==> src/rtl/bus_rr_arbiter_pkg.sv <==
// Shared definitions for the four-requester round-robin bus arbiter.
// Holds the state encoding, the requester count and width, and the default hold limit.
// Also provides the one-hot helper used when a winner is registered.
package bus_rr_arbiter_pkg;

  localparam int NUM_REQ      = 4;
  localparam int ID_W         = 2;
  localparam int MAX_HOLD_DEF = 16;

  typedef enum logic [1:0] {
    ST_IDLE  = 2'd0,
    ST_GRANT = 2'd1,
    ST_TURN  = 2'd2
  } arb_state_e;

  // Encoded requester index -> one-hot grant vector
  function automatic logic [NUM_REQ-1:0] id_to_onehot(input logic [ID_W-1:0] id);
    logic [NUM_REQ-1:0] oh;
    oh = '0;
    oh[id] = 1'b1;
    return oh;
  endfunction

endpackage

==> src/rtl/bus_rr_arbiter_if.sv <==
// Request/grant bundle between the requesters and the arbiter.
// Pure wiring, no latency; grants are registered inside the arbiter.
// No backpressure: requests are level-sensitive and held until granted.
interface bus_rr_arbiter_if;
  import bus_rr_arbiter_pkg::*;

  logic               arb_enable;
  logic [NUM_REQ-1:0] req;
  logic [NUM_REQ-1:0] grant;
  logic [ID_W-1:0]    grant_id;
  logic               grant_valid;
  logic               hold_timeout;

  // Requester side: drives requests and the global enable
  modport master (
    output arb_enable, req,
    input  grant, grant_id, grant_valid, hold_timeout
  );

  // Arbiter side: samples requests and drives the grant outputs
  modport slave (
    input  arb_enable, req,
    output grant, grant_id, grant_valid, hold_timeout
  );

endinterface

==> src/rtl/bus_rr_arbiter_rr_pick.sv <==
// Round-robin winner search starting one past the previous owner.
// Purely combinational, zero latency.
// No backpressure; found=0 when no request bit is set.
module rr_pick
  import bus_rr_arbiter_pkg::*;
(
  input  logic [NUM_REQ-1:0] req,
  input  logic [ID_W-1:0]    last,
  output logic               found,
  output logic [ID_W-1:0]    winner_id
);

  logic [ID_W-1:0] idx;

  // Scan from the farthest candidate down to last+1 so the nearest requester wins
  always_comb begin
    found     = 1'b0;
    winner_id = '0;
    idx       = '0;
    for (int k = NUM_REQ; k >= 1; k--) begin
      // k == NUM_REQ truncates to offset 0, i.e. the previous owner ranks last
      idx = last + ID_W'(k);
      if (req[idx]) begin
        found     = 1'b1;
        winner_id = idx;
      end
    end
  end

endmodule

==> src/rtl/bus_rr_arbiter.sv <==
// Four-requester round-robin arbiter with hold limit and one idle turnaround cycle.
// Latency: req sampled at edge N gives a registered grant from edge N+1.
// No backpressure: owner keeps the bus while requesting, up to MAX_HOLD cycles.
module bus_rr_arbiter
  import bus_rr_arbiter_pkg::*;
#(
  parameter int MAX_HOLD = MAX_HOLD_DEF,
  parameter int CNT_W    = 8
) (
  input  logic             clk,
  input  logic             reset_n,
  bus_rr_arbiter_if.slave  bus
);

  localparam logic [CNT_W-1:0] HOLD_LIM = CNT_W'(MAX_HOLD);
  localparam logic [CNT_W-1:0] CNT_MAX  = '1;

  arb_state_e         state_q, state_d;
  logic [CNT_W-1:0]   cnt_q, cnt_d;
  logic [ID_W-1:0]    last_q, last_d;
  logic [NUM_REQ-1:0] grant_q, grant_d;
  logic [ID_W-1:0]    grant_id_q, grant_id_d;
  logic               grant_valid_q, grant_valid_d;
  logic               hold_timeout_q, hold_timeout_d;

  logic               pick_found;
  logic [ID_W-1:0]    pick_id;

  rr_pick u_rr_pick (
    .req       (bus.req),
    .last      (last_q),
    .found     (pick_found),
    .winner_id (pick_id)
  );

  // Next-state and registered-output computation
  always_comb begin
    state_d        = state_q;
    cnt_d          = cnt_q;
    last_d         = last_q;
    grant_d        = grant_q;
    grant_id_d     = grant_id_q;
    grant_valid_d  = grant_valid_q;
    hold_timeout_d = 1'b0;

    case (state_q)
      // IDLE and the single TURN cycle arbitrate identically
      ST_IDLE, ST_TURN: begin
        if (bus.arb_enable && pick_found) begin
          state_d       = ST_GRANT;
          grant_d       = id_to_onehot(pick_id);
          grant_id_d    = pick_id;
          grant_valid_d = 1'b1;
          cnt_d         = CNT_W'(1);
          last_d        = pick_id;
        end else begin
          state_d       = ST_IDLE;
          grant_d       = '0;
          grant_id_d    = '0;
          grant_valid_d = 1'b0;
          cnt_d         = '0;
        end
      end

      ST_GRANT: begin
        if (!bus.req[grant_id_q] || (cnt_q >= HOLD_LIM)) begin
          // Release takes precedence over timeout when both occur together
          state_d        = ST_TURN;
          grant_d        = '0;
          grant_id_d     = '0;
          grant_valid_d  = 1'b0;
          cnt_d          = '0;
          hold_timeout_d = bus.req[grant_id_q];
        end else if (cnt_q != CNT_MAX) begin
          cnt_d = cnt_q + CNT_W'(1);
        end
      end

      default: begin
        state_d       = ST_IDLE;
        grant_d       = '0;
        grant_id_d    = '0;
        grant_valid_d = 1'b0;
        cnt_d         = '0;
      end
    endcase
  end

  // State, counter, pointer and output registers; reset points priority at requester 0
  always_ff @(posedge clk or negedge reset_n) begin
    if (!reset_n) begin
      state_q        <= ST_IDLE;
      cnt_q          <= '0;
      last_q         <= ID_W'(NUM_REQ - 1);
      grant_q        <= '0;
      grant_id_q     <= '0;
      grant_valid_q  <= 1'b0;
      hold_timeout_q <= 1'b0;
    end else begin
      state_q        <= state_d;
      cnt_q          <= cnt_d;
      last_q         <= last_d;
      grant_q        <= grant_d;
      grant_id_q     <= grant_id_d;
      grant_valid_q  <= grant_valid_d;
      hold_timeout_q <= hold_timeout_d;
    end
  end

  assign bus.grant        = grant_q;
  assign bus.grant_id     = grant_id_q;
  assign bus.grant_valid  = grant_valid_q;
  assign bus.hold_timeout = hold_timeout_q;

endmodule

==> src/flat_wrapper.sv <==
// flat-port wrapper written by rule: the top's interface ports become plain ports
module bus_rr_arbiter_flat import bus_rr_arbiter_pkg::*;
#(
  parameter int MAX_HOLD = MAX_HOLD_DEF,
  parameter int CNT_W    = 8
)
  (clk, reset_n, bus_arb_enable, bus_req, bus_grant, bus_grant_id, bus_grant_valid, bus_hold_timeout);
  bus_rr_arbiter_if bus_i ();
  input  logic clk;
  input  logic reset_n;
  input wire logic [$bits(bus_i.arb_enable)-1:0] bus_arb_enable;
  input wire logic [$bits(bus_i.req)-1:0] bus_req;
  output wire logic [$bits(bus_i.grant)-1:0] bus_grant;
  output wire logic [$bits(bus_i.grant_id)-1:0] bus_grant_id;
  output wire logic [$bits(bus_i.grant_valid)-1:0] bus_grant_valid;
  output wire logic [$bits(bus_i.hold_timeout)-1:0] bus_hold_timeout;
  assign bus_i.arb_enable = bus_arb_enable;
  assign bus_i.req = bus_req;
  assign bus_grant = bus_i.grant;
  assign bus_grant_id = bus_i.grant_id;
  assign bus_grant_valid = bus_i.grant_valid;
  assign bus_hold_timeout = bus_i.hold_timeout;
  bus_rr_arbiter #(.MAX_HOLD(MAX_HOLD), .CNT_W(CNT_W)) u_core (.clk(clk), .reset_n(reset_n), .bus(bus_i));
endmodule
==> config.mk <==
export PLATFORM = sky130hd
export DESIGN_NAME = bus_rr_arbiter_flat
export DESIGN_NICKNAME = d
export VERILOG_FILES = /design/src/rtl/bus_rr_arbiter_pkg.sv /design/src/rtl/bus_rr_arbiter_if.sv /design/src/rtl/bus_rr_arbiter_rr_pick.sv /design/src/rtl/bus_rr_arbiter.sv /design/src/flat_wrapper.sv
export SDC_FILE = /design/constraint.sdc
export NUM_CORES = 1
export LEC_CHECK = 0
export CORE_MARGIN = 2
export CORE_UTILIZATION = 30
export DETAILED_ROUTE_END_ITERATION = 16
export SYNTH_ARGS = -nofsm -noshare
export SYNTH_HDL_FRONTEND = slang
export SYNTH_HIERARCHICAL = 1
export SYNTH_SLANG_ARGS = --single-unit
==> constraint.sdc <==
create_clock -name clk -period 3.3 [get_ports clk]
set_input_delay 0.33 -clock clk [delete_from_list [all_inputs] [get_ports clk]]
set_output_delay 0.33 -clock clk [all_outputs]
set_load 0.01 [all_outputs]
==> run metrics <==
largest net degree at the start of global routing=21; # hold bufs at CTS=0; Synth Flop Type=dfrtp_1; area grow syn2layout=22.27%; critical path's largest stage delay=560 ps; Setup crit end kind=flop; GPL Wtd Cong=0.7697; fmax=604.9 MHz; Critical Path RT=3500 ps; CTS Sinks=20; PnR Total Power=0.0005134 W; Sw Pwr=0.0001411 W; final setup violation count=0; worst hold path class=flop to flop; final period utilization=50.09%; # Max-Cap Violations=0; Root Buffer=clkbuf_4; fill count=276; n_diodes=0; crit path DAT=1850 ps; post-route cell area=0.001106 mm²; Seq pwr share=57.1%; Via-to-Cell Ratio=5.092; latest clock arrival within the worst-skew pair=300 ps; Nets=109; WP buf/inv=1; Sw Share=27.48%; PD cells=464.2 mW/mm²; CTS buffer count=3; total negative slack=0 ps; Slew Viols, Final=0; vias in the first global route=626; Clock Pin Slew Worst Setup and Hold Paths=110 ps; crit path max fanout=6; mapped cell area=904.6 µm²; first-pass GRT wire length=2918 µm; Residual DRC=2; die height=58.91 µm; antenna violations before repair=0; Final min period=1653 ps; critical path launch point type=input pin; Logic pwr share=19.8%; Mean Syn Cell Area=11.31 µm²; Yosys top cell area share=49.79%; Top Family by Delay on Critical Path=multiplexers; hpwl dp=1253 µm; CORE AREA=0.002805 mm²; CTS tree=done; H-Tree Depth=1; failing checks=design-rule violations; RSZ-0062 raised after global routing=no; final WL=1694 µm; clock power share=23.0%; DIE WIDTH=58.91 µm; pre-CTS WS=1350 ps; Netlist cell types=34; Hold Vio Cnt, Final=0; placed cell area=0.001080 mm²; Relative slew margins=42.95%; cells after synthesis=80; register area share after synthesis=55.60%; global-route usage over all layers=11.29%; post-CTS sizing=0; largest cells by area after synthesis=dfrtp_1, dfstp_2, nand2_1, ha_1, mux4_2; kind of critical path=input pin to flop; #FFs+latches synth=20; Max Root-Sink Buffers=2; I/O Buffers=14; router iterations before antenna repair=10; total global routing overflow=0; yosys warns=6; skew final=3.297 ps; WHS=432.0 ps; Setup WS post-layout=1647 ps; commonest cells in the netlist=dfrtp_1, nand2_1, a21oi_1, inv_1, nor2_1; Post-synth EDFFs=0; asr flop ratio synth=100.0%; DR vias=662; Cell Chain, Critical Path=clkdlybuf4s50_1 > mux4_2 > and3_1 > a32o_1; # Post-CTS Setup Buffers=0; VDD IR-drop max=0.1766 mV; area leader, netlist=dfrtp_1; starting density of the core=32.25%; status=finished, violations left; post-DR wirelength/cell=13.03 µm; slowest stage cell, crit path=mux4_2; Row Count=19; cell internal pwr=0.0003724 W; initial DRC count=28; P_leak=0.4941 nW; share of layout cells above drive strength 1=10.10%; DRT antenna net count=0; die area=0.003470 mm²; most frequent cell after synthesis=dfrtp_1; Worst-Margin Slew=853.0 ps; IO Pins=15
state kept, by name, indices dropped and copies added, names as in the netlist:
| register | flops |
|---|---|
| u_core/last_q | 2 |
| u_core/bus.grant_valid | 1 |
| u_core/bus.grant_id | 2 |
| u_core/bus.grant | 4 |
| u_core/cnt_q | 8 |
| u_core/bus.hold_timeout | 1 |
| u_core/state_q | 2 |
cells by family (layout without fill, tap and decap cells):
kind of cell    count (synthesis)  after routing  share of synthesized area, %
simple gates                   32             32                         19.64
flops                          20             20                         55.60
compound gates                 16             16                         12.86
buf+inv                         5             22                         2.904
mux                             3              3                         4.841
fa+ha+maj                       2              2                         2.766
other cells                     1              3                        0.4145
xor+xnor                        1              1                        0.9684
per-stage QoR:
step	cells	util [%]
6_report	130	39.43
5_1_grt	130	39.43
3_3_place_gp	126	38.49
3_5_place_dp	126	38.49
4_1_cts	130	39.43
2_1_floorplan	82	-
cell usage in the layout, fill, tap and decap left out, drive strengths merged:
cell type,Yosys,layout
mux2,1,1
xor2,1,1
o2bb2ai,2,2
o21ai,2,2
and4,1,1
a21oi,5,5
and2b,1,1
nand3b,1,1
inv,4,4
a32o,1,1
nor3,2,2
ha,2,2
nand4,2,2
clkdlybuf4s50,0,14
o221ai,1,1
nand2,10,10
conb,1,3
nor2b,1,1
clkbuf,0,4
nand3,2,2
dfstp,2,2
nor4,1,1
a31oi,2,2
a21boi,1,1
dfrtp,18,18
and3b,1,1
and3,1,1
mux4,1,1
nand2b,3,3
a21o,2,2
nor4bb,1,1
nor2,4,4
mux2i,1,1
and2,1,1
power by group through the flow:
stage	combinational, W	sequential (W)	clock, W
after floorplan	0.0000528	0.000298	0
after global placement	0.000102	0.000298	0
after detailed placement	0.000102	0.000299	0
after CTS	0.000103	0.000294	0.000125
after global routing	0.000115	0.000297	0.000135
final	0.000102	0.000293	0.000118
worst paths after layout:
path,startpoint,endpoint,slack (ps),depth (start not counted)
setup reg to reg,u_core/bus.grant_id[0],u_core/bus.grant[3],1780,3
hold / removal,u_core/state_q[1],u_core/bus.hold_timeout,430,1
min in group asynchronous,reset_n,u_core/cnt_q[7],510,1
hold reg to reg,u_core/state_q[1],u_core/bus.hold_timeout,430,1
max in group asynchronous,reset_n,u_core/state_q[1],2270,1
setup / recovery,bus_req[3],u_core/bus.grant[3],1650,4
layer usage:
| metal | vias to the layer above | share of wire, % | track usage [%] |
|---|---|---|---|
| met3 | 3 | 5.3 | 2.198 |
| met4 | 0 | 1.8 | 4.870 |
| met2 | 16 | 40 | 16.03 |
| met1 | 322 | 53 | 16.64 |
| met5 | - | 0 | 0 |
| li1 | 321 | - | - |
final cells by class:
cell class	instances	area, µm²	share of cell area [%]
clock buffers	4	26.28	2.376
inverters	4	15.01	1.357
multi-input cells	57	382.9	34.62
flip-flops and latches	20	503.0	45.48
well taps	31	38.79	3.507
repair buffers	14	140.1	12.67
Power figures use the tool's default switching activity.
